File: src/rtl/temp_pkg.sv
// rtl/temp_pkg.sv - shared types and constants for the multichannel temperature register
// Provides default widths, the physical sample range (-40.0..85.0 C in tenths) and temp_t.
package temp_pkg;

    localparam int N_CANALES_DEF      = 4;
    localparam int ANCHO_TEMP_DEF     = 11;
    localparam int ANCHO_CNT_DEF      = 3;
    localparam int UMBRAL_PERSIST_DEF = 5;

    // Tenths of a degree Celsius.
    localparam int TEMP_MIN_C = -400;
    localparam int TEMP_MAX_C = 850;

    // Sample type at the default width; channels with other widths use plain vectors.
    typedef logic signed [ANCHO_TEMP_DEF-1:0] temp_t;

endpackage

File: src/rtl/canal_temp.sv
// rtl/canal_temp.sv - one temperature channel: register, range compare, persistence, alarm
// Ports: clk, arst_n (sync, active-low), temp_entrada/dato_valido sample in, lim_inf/lim_sup
// inclusive limits, borrar_alarma clear; outputs temp_registrado, fuera_rango, contador, alarma.
// Optional (TEMP_MINMAX_EN): borrar_minmax in, temp_min/temp_max out.
module canal_temp
    import temp_pkg::*;
#(
    parameter int ANCHO_TEMP     = ANCHO_TEMP_DEF,
    parameter int ANCHO_CNT      = ANCHO_CNT_DEF,
    parameter int UMBRAL_PERSIST = UMBRAL_PERSIST_DEF
) (
    input  logic                  clk,
    input  logic                  arst_n,
    input  logic [ANCHO_TEMP-1:0] temp_entrada,
    input  logic                  dato_valido,
    input  logic [ANCHO_TEMP-1:0] lim_inf,
    input  logic [ANCHO_TEMP-1:0] lim_sup,
    input  logic                  borrar_alarma,
`ifdef TEMP_MINMAX_EN
    input  logic                  borrar_minmax,
    output logic [ANCHO_TEMP-1:0] temp_min,
    output logic [ANCHO_TEMP-1:0] temp_max,
`endif
    output logic [ANCHO_TEMP-1:0] temp_registrado,
    output logic                  fuera_rango,
    output logic [ANCHO_CNT-1:0]  contador,
    output logic                  alarma
);

    localparam logic [ANCHO_CNT-1:0] CNT_MAX  = '1;
    localparam logic [ANCHO_CNT-1:0] UMBRAL_C = ANCHO_CNT'(UMBRAL_PERSIST);

    if (UMBRAL_PERSIST < 1 || UMBRAL_PERSIST > (2**ANCHO_CNT) - 1) begin : g_umbral_invalido
        $error("UMBRAL_PERSIST out of range 1..2**ANCHO_CNT-1");
    end

    logic                 fuera_nxt;
    logic [ANCHO_CNT-1:0] cnt_nxt;

    // Limits are inclusive; an inverted window makes every sample out of range naturally.
    assign fuera_nxt = ($signed(temp_entrada) < $signed(lim_inf)) ||
                       ($signed(temp_entrada) > $signed(lim_sup));

    always_comb begin
        cnt_nxt = '0;
        if (fuera_nxt) begin
            cnt_nxt = (contador == CNT_MAX) ? contador : contador + ANCHO_CNT'(1);
        end
    end

    always_ff @(posedge clk) begin
        if (!arst_n) begin
            temp_registrado <= '0;
            fuera_rango     <= 1'b0;
            contador        <= '0;
            alarma          <= 1'b0;
        end else begin
            if (dato_valido) begin
                temp_registrado <= temp_entrada;
                fuera_rango     <= fuera_nxt;
                contador        <= cnt_nxt;
            end
            // Set beats clear; the alarm can only be (re)armed by a fresh valid sample.
            if (dato_valido && (cnt_nxt >= UMBRAL_C)) begin
                alarma <= 1'b1;
            end else if (borrar_alarma) begin
                alarma <= 1'b0;
            end
        end
    end

`ifdef TEMP_MINMAX_EN
    localparam logic [ANCHO_TEMP-1:0] MAS_POSITIVO = {1'b0, {(ANCHO_TEMP-1){1'b1}}};
    localparam logic [ANCHO_TEMP-1:0] MAS_NEGATIVO = {1'b1, {(ANCHO_TEMP-1){1'b0}}};

    always_ff @(posedge clk) begin
        if (!arst_n || borrar_minmax) begin
            temp_min <= MAS_POSITIVO;
            temp_max <= MAS_NEGATIVO;
        end else if (dato_valido) begin
            if ($signed(temp_entrada) < $signed(temp_min)) temp_min <= temp_entrada;
            if ($signed(temp_entrada) > $signed(temp_max)) temp_max <= temp_entrada;
        end
    end
`endif

endmodule

File: src/rtl/registro_temp_multicanal.sv
// rtl/registro_temp_multicanal.sv - N-channel temperature register with persistence alarms
// Ports: clk, arst_n (sync, active-low); packed per-channel temp_entrada, dato_valido,
// borrar_alarma; shared lim_inf/lim_sup; outputs temp_registrado, fuera_rango,
// contador_fuera_rango, alarma, alarma_global. Macro TEMP_MINMAX_EN adds borrar_minmax,
// temp_min, temp_max.
module registro_temp_multicanal
    import temp_pkg::*;
#(
    parameter int N_CANALES      = N_CANALES_DEF,
    parameter int ANCHO_TEMP     = ANCHO_TEMP_DEF,
    parameter int ANCHO_CNT      = ANCHO_CNT_DEF,
    parameter int UMBRAL_PERSIST = UMBRAL_PERSIST_DEF
) (
    input  logic                            clk,
    input  logic                            arst_n,
    input  logic [N_CANALES*ANCHO_TEMP-1:0] temp_entrada,
    input  logic [N_CANALES-1:0]            dato_valido,
    input  logic [ANCHO_TEMP-1:0]           lim_inf,
    input  logic [ANCHO_TEMP-1:0]           lim_sup,
    input  logic [N_CANALES-1:0]            borrar_alarma,
`ifdef TEMP_MINMAX_EN
    input  logic                            borrar_minmax,
    output logic [N_CANALES*ANCHO_TEMP-1:0] temp_min,
    output logic [N_CANALES*ANCHO_TEMP-1:0] temp_max,
`endif
    output logic [N_CANALES*ANCHO_TEMP-1:0] temp_registrado,
    output logic [N_CANALES-1:0]            fuera_rango,
    output logic [N_CANALES*ANCHO_CNT-1:0]  contador_fuera_rango,
    output logic [N_CANALES-1:0]            alarma,
    output logic                            alarma_global
);

    for (genvar i = 0; i < N_CANALES; i++) begin : g_canal
        canal_temp #(
            .ANCHO_TEMP     (ANCHO_TEMP),
            .ANCHO_CNT      (ANCHO_CNT),
            .UMBRAL_PERSIST (UMBRAL_PERSIST)
        ) u_canal (
            .clk             (clk),
            .arst_n          (arst_n),
            .temp_entrada    (temp_entrada[i*ANCHO_TEMP +: ANCHO_TEMP]),
            .dato_valido     (dato_valido[i]),
            .lim_inf         (lim_inf),
            .lim_sup         (lim_sup),
            .borrar_alarma   (borrar_alarma[i]),
`ifdef TEMP_MINMAX_EN
            .borrar_minmax   (borrar_minmax),
            .temp_min        (temp_min[i*ANCHO_TEMP +: ANCHO_TEMP]),
            .temp_max        (temp_max[i*ANCHO_TEMP +: ANCHO_TEMP]),
`endif
            .temp_registrado (temp_registrado[i*ANCHO_TEMP +: ANCHO_TEMP]),
            .fuera_rango     (fuera_rango[i]),
            .contador        (contador_fuera_rango[i*ANCHO_CNT +: ANCHO_CNT]),
            .alarma          (alarma[i])
        );
    end

    assign alarma_global = |alarma;

endmodule

File: config.mk
export PLATFORM = sky130hd
export DESIGN_NAME = registro_temp_multicanal
export DESIGN_NICKNAME = d
export VERILOG_FILES = /design/src/rtl/temp_pkg.sv /design/src/rtl/canal_temp.sv /design/src/rtl/registro_temp_multicanal.sv
export SDC_FILE = /design/constraint.sdc
export NUM_CORES = 1
export LEC_CHECK = 0
export CELL_PAD_IN_SITES_DETAIL_PLACEMENT = 0
export CELL_PAD_IN_SITES_GLOBAL_PLACEMENT = 2
export CORE_UTILIZATION = 30
export CTS_BUF_LIST = sky130_fd_sc_hd__clkbuf_16
export DETAILED_ROUTE_END_ITERATION = 10
export PLACE_DENSITY_LB_ADDON = 0.15
export SLEW_MARGIN = 20
export SYNTH_ARGS = -nofsm -noshare
export SYNTH_HDL_FRONTEND = slang
export SYNTH_HIERARCHICAL = 1
export SYNTH_SLANG_ARGS = --single-unit
File: constraint.sdc
create_clock -name clk -period 5.9 [get_ports clk]
set_input_delay 1.18 -clock clk [delete_from_list [all_inputs] [get_ports clk]]
set_output_delay 1.18 -clock clk [all_outputs]
set_load 0.02 [all_outputs]
* After elaboration in Yosys (flattened, before gate mapping) *
Cells that the tools add are included.

storage, ports and cells
  flip-flop bits (word level) = 64
  input port bits = 76
  output and inout port bits = 65
  logic and storage cells = 65

operators by class
  add/subtract/negate cells = 4
  $lt $le $gt $ge = 12
  equality and inequality tests = 4
  multiplexer cells = 16
  reductions and logical operators = 13

operator list
  kind                                                           count
  11-bit > comparator                                            4
  11-bit less-than comparator                                    4
  3-bit two-way mux                                              8
  3-bit by 1-bit adder with 3-bit output, second input constant  4
  3-bit equality test, second input constant                     4
  3-bit >= comparator, second input constant                     4
  1-bit two-way mux                                              8
  2-bit nonzero test                                             4
  1-bit logical AND                                              4
  1-bit logical OR                                               4
  4-bit OR reduction                                             1

* Depth between registers and ports, before layout *
  depth after elaboration = 6
  mapped depth = 8
  mapped depth without buffers = 8

* Hierarchy *
Netlist, hierarchy kept.

modules (own cells, without submodules)
  module                                instances  cells an instance  area each (um^2)  seq. area each (um^2)
  canal_temp at g_canal[0].u_canal ...  3          139                1211.2            320.3
  canal_temp at g_canal[1].u_canal      1          139                1187.4            320.3
  registro_temp_multicanal              1          1                  7.5               0.0

* Worst setup path before layout *
No wires, ideal clock.

  path kind = in2reg
  from = input port lim_inf[8]
  to = register g_canal[1].u_canal.alarma
  setup time = 70 ps
  arrival time = 2914 ps
  data required time = 5830 ps
  path slack = 2917 ps
  stages = 8
  buffers on the path = 0
  cells stage by stage = inv_1 -> ha_1 -> a21o_1 -> a2111oi_2 -> o221a_2 -> a221oi_2 -> or4b_1 -> a21oi_1

on the way
  longest elaborated chain between the ends = 6
  elaborated cells between the ends (all ways) = 7
  those cells by class = order compare (2); mux (2); reduce/logical (3)

ends and longest elaborated chain
  what                                                            line                            source
  from (decl)                                                     registro_temp_multicanal.sv:18  input logic [ANCHO_TEMP-1:0] lim_inf,
  11-bit less-than comparator (*)                                 canal_temp.sv:41                assign fuera_nxt = ($signed(temp_entrada) < $signed(lim_inf)) ||
  1-bit logical OR (*)                                            canal_temp.sv:41
  3-bit two-way mux (*)                                           canal_temp.sv:46                if (fuera_nxt) begin
  3-bit >= comparator (*)                                         canal_temp.sv:64                if (dato_valido && (cnt_nxt >= UMBRAL_C)) begin
  1-bit logical AND (*)                                           canal_temp.sv:64
  1-bit two-way mux / 2-bit nonzero test (equally long branches)  n/a
  to (signal assigned)                                            canal_temp.sv:56                alarma <= 1'b0;
  to (signal assigned)                                            canal_temp.sv:65                alarma <= 1'b1;
  to (signal assigned)                                            canal_temp.sv:67                alarma <= 1'b0;
  to (decl)                                                       canal_temp.sv:27                output logic alarma

Every way passes the cells marked *; elsewhere a longest branch is shown, timed or not.
A chain may end at the register's enable or synchronous reset.

* Worst setup path in the final report *
Ends and elaborated chain as after synthesis.

==> summary.md <==
| Metric | Value |
|---|---|
| Top_reg_cell synth | `dfxtp_1` |
| Mapped Cells | `557` |
| Crit share post-route | `about 57%` |
| Fmax | `0.296 GHz` |
| Yosys cell types | `47` |
| CTS H-tree lvls | `3` |
| Cell Area, Synth | `~4800 um^2` |
| Routed wire length | `roughly 14000 um` |
| M1 wire length | `between 6000 and 7000 um` |
| First-pass GRT wire length | `22400 um` |
| Post-synth top area share | `26.5%` |
| Max Cap Violations | `0` |
| Per-cell routed wire length | `approximately 15 um` |
| PwrDens | `around 210 nW/um^2` |
| Worst Slack Setup Final | `about 2500 ps` |
| Reg-to-reg endpoint | `g_canal[1].u_canal/alarma$_SDFFE_PN0P_` |
| Most frequent cells in the layout | `clkdlybuf4s50_1, inv_1, ha_1` |
| Ports | `approximately 140` |
| Least-Margin Pin Slew | `just under 1000 ps` |
| CP Class | `input port to flip-flop` |
| Fin nets | `~860` |
| Routed vias | `4323` |
| Core area | `~16000 um^2` |
| Largest net degree at the start of global routing | `between 40 and 50` |
| R2r setup slk | `between 4000 and 5000 ps` |
| Die W | `around 130 um` |
| Number of synthesized flops with an enable pin | `0` |
| Hold path start | `g_canal[0].u_canal/fuera_rango$_SDFFE_PN0P_` |
| Worst Hold End | `g_canal[0].u_canal/fuera_rango$_SDFFE_PN0P_` |
| CP startpoint kind | `input port` |
| Wire length on met2 | `6270 um` |
| Unrepaired setup endpoints after global routing | `no` |
| Post-DR vias/cell | `4.71` |
| # rows | `46` |
| Vias in the first global route | `approximately 4.2k` |
| CTS Buffer Depth | `2` |
| Post-DRT Antenna Nets | `0` |
| DRC violations left | `0` |
| Most common cell after layout, fill and taps aside | `clkdlybuf4s50_1` |
| Met3 WL | `803 um` |
| Seq/Total Area, Yosys | `26.5%` |
| Full die area | `between 15000 and 20000 um^2` |
| Post-synth ARST share | `0%` |
| Sw Ratio | `approximately 28%` |
| P_int | `a little over 1 mW` |
| Synth Net Count | `approximately 720` |
| Fin. Hold Viols | `0` |
| Port bufs | `140` |
| Clock tree sinks | `64` |
| Yosys warnings | `6` |
| Initial antenna violation count | `0` |
| Slew Viols, Final | `0` |
| Outcome | `finished clean` |
| Worst R2R Path Depth | `6` |
| Gr usage total | `a little under a fifth` |
| Req. time, crit path | `about 6200 ps` |
| Num CTS Buffers | `9` |
| Drt first-iter violations | `168` |
| Clk slew on worst S/H paths | `roughly 60 ps` |
| Clock latency at the later pin of the worst-skew pair | `340 ps` |
| Combinational share of power | `26.6%` |
| Share of total power in sequential cells | `33.8%` |
| Antenna cells | `0` |
| Hold WS | `approximately 450 ps` |
| Mean Syn Cell Area | `a little under 9 um^2` |
| Clk_skew | `4.16 ps` |
| Cells resized by post-CTS repair | `0` |
| Tot Pwr | `approximately 1.4 mW` |
| Final setup TNS | `0 ps` |
| Worst EP arrival | `3650 ps` |
| GP Congestion | `about 0.79` |
| Cell Area, Placed | `6460 um^2` |
| CTS Hold Buffers Added | `0` |
| Synth area leaders | `dfxtp_1, ha_1, mux2i_1` |
| Clock root buffer | `clkbuf_16` |
| Starting Density | `30.6%` |
| Area leader, netlist | `dfxtp_1` |
| Worst Hold Path Cells | `1` |
| Fin crit period | `roughly 3400 ps` |
| TritonCTS clock tree | `built` |
| P_sw | `between 0.3 and 0.4 mW` |
| Post-Layout Inst Area | `6760 um^2` |
| Leak Pwr | `about 3.2 nW` |
| Worst min-delay path class | `flip-flop to flip-flop` |
| #FFs+latches synth | `64` |
| Gr ovfl total | `0` |
| RR Startpoint | `g_canal[1].u_canal/contador[0]$_SDFFE_PN0P_` |
| Share of cells above drive strength 1 | `slightly above 4%` |
| # setup viols final | `0` |
| DR pass1 iterations | `4` |
| Worst rel slew slack | `about 35%` |
| Clock Power Share | `between 30% and 40%` |
| Peak supply drop | `between 0.15 and 0.2 mV` |
| Area added between synthesis and finish | `40.1%` |
| Crit path capture type | `flip-flop` |
| CP Max Fanout | `5` |
| Hpwl dp | `~11000 um` |
| Die Ht | `roughly 130 um` |
| Top Layer Used | `met4` |
| Number of setup buffers added after CTS | `0` |
| Pre-CTS WS | `2160 ps` |
[synth_stat cells, types with 3 or more instances]
master	n
nand3b_1	5
o22ai_1	3
or4_1	4
o311ai_0	3
nor3_1	5
a31oi_1	4
nand2_1	21
a211o_1	3
a21boi_2	3
nand3_1	12
o2111ai_1	3
o211a_1	3
o221a_4	3
buf_1	3
nor2b_2	3
mux2i_1	44
a21oi_1	34
ha_1	88
buf_2	3
nand2b_1	9
nand4_1	11
nor2b_1	42
a211oi_1	5
a21o_1	3
nor2_1	24
and2_1	3
a41o_1	3
o21a_1	10
o21ai_0	13
dfxtp_1	64
o211ai_1	3
inv_1	96
a221oi_1	3
clkbuf_1	6
and4_1	3
[critical path: stages]
cell,delay [ps]
clkdlybuf4s50_1,600
inv_1,70
ha_1,290
a21o_1,190
a2111oi_2,340
o221a_2,240
a221oi_2,60
or4b_1,530
a21oi_1,140
[power by group through the flow]
stage          Sequential, mW  Combinational (mW)  Clock [mW]
6_report                0.476               0.375       0.556
4_1_cts                 0.476               0.381       0.577
5_1_grt                 0.479               0.420       0.595
3_3_place_gp            0.484               0.371           0
2_1_floorplan           0.514               0.177           0
3_5_place_dp            0.485               0.378           0
[worst max-delay path by stage]
stage | startpoint | endpoint | slack, ps
floorplan | lim_inf[8] | g_canal[1].u_canal/alarma$_SDFFE_PN0P_ | 2920
global placement | lim_inf[8] | g_canal[1].u_canal/alarma$_SDFFE_PN0P_ | 2200
detailed placement | lim_inf[8] | g_canal[1].u_canal/alarma$_SDFFE_PN0P_ | 2160
CTS | lim_inf[8] | g_canal[1].u_canal/alarma$_SDFFE_PN0P_ | 2530
global route | lim_sup[10] | g_canal[1].u_canal/alarma$_SDFFE_PN0P_ | 2380
finish | lim_inf[8] | g_canal[1].u_canal/alarma$_SDFFE_PN0P_ | 2520
[per-stage QoR]
stage	cells	utilization, %
after floorplan	557	-
after global placement	902	41.0
after detailed placement	902	41.0
after CTS	918	42.9
after global routing	918	42.9
final	918	42.9
[cells by family (layout without fill, tap and decap cells)]
group	Yosys count	count (layout)	synth area share, %
adder cells (fa/ha/maj)	88	88	22.8
AND/OR/NAND/NOR	148	148	17.2
AO/OA/AOI/OAI	105	105	15.8
multiplexers	44	44	9.12
flip-flops	64	64	26.5
buffers and inverters	108	253	8.47
[state kept, by name, summed over array words and instances, names as in the netlist]
signal,count
g_canal.u_canal/fuera_rango,4
g_canal.u_canal/alarma,4
g_canal.u_canal/contador,12
g_canal.u_canal/temp_registrado,44
[final cells by class]
cell class              count  area, um^2
repair buffers            141        1410
clock buffers               9         225
clock inverters             7        80.1
multi-input cells         385        3140
flip-flops and latches     64        1280
well taps                 216         270
fillers                  1620        9010
inverters                  96         360
[metal layers]
metal  vias up  GRT usage (%)
met5         -              0
met4         0           5.19
met3        10           4.20
met2       110           28.9
met1      1970           24.4
li1       2233              -
Power figures use the tool's default switching activity.
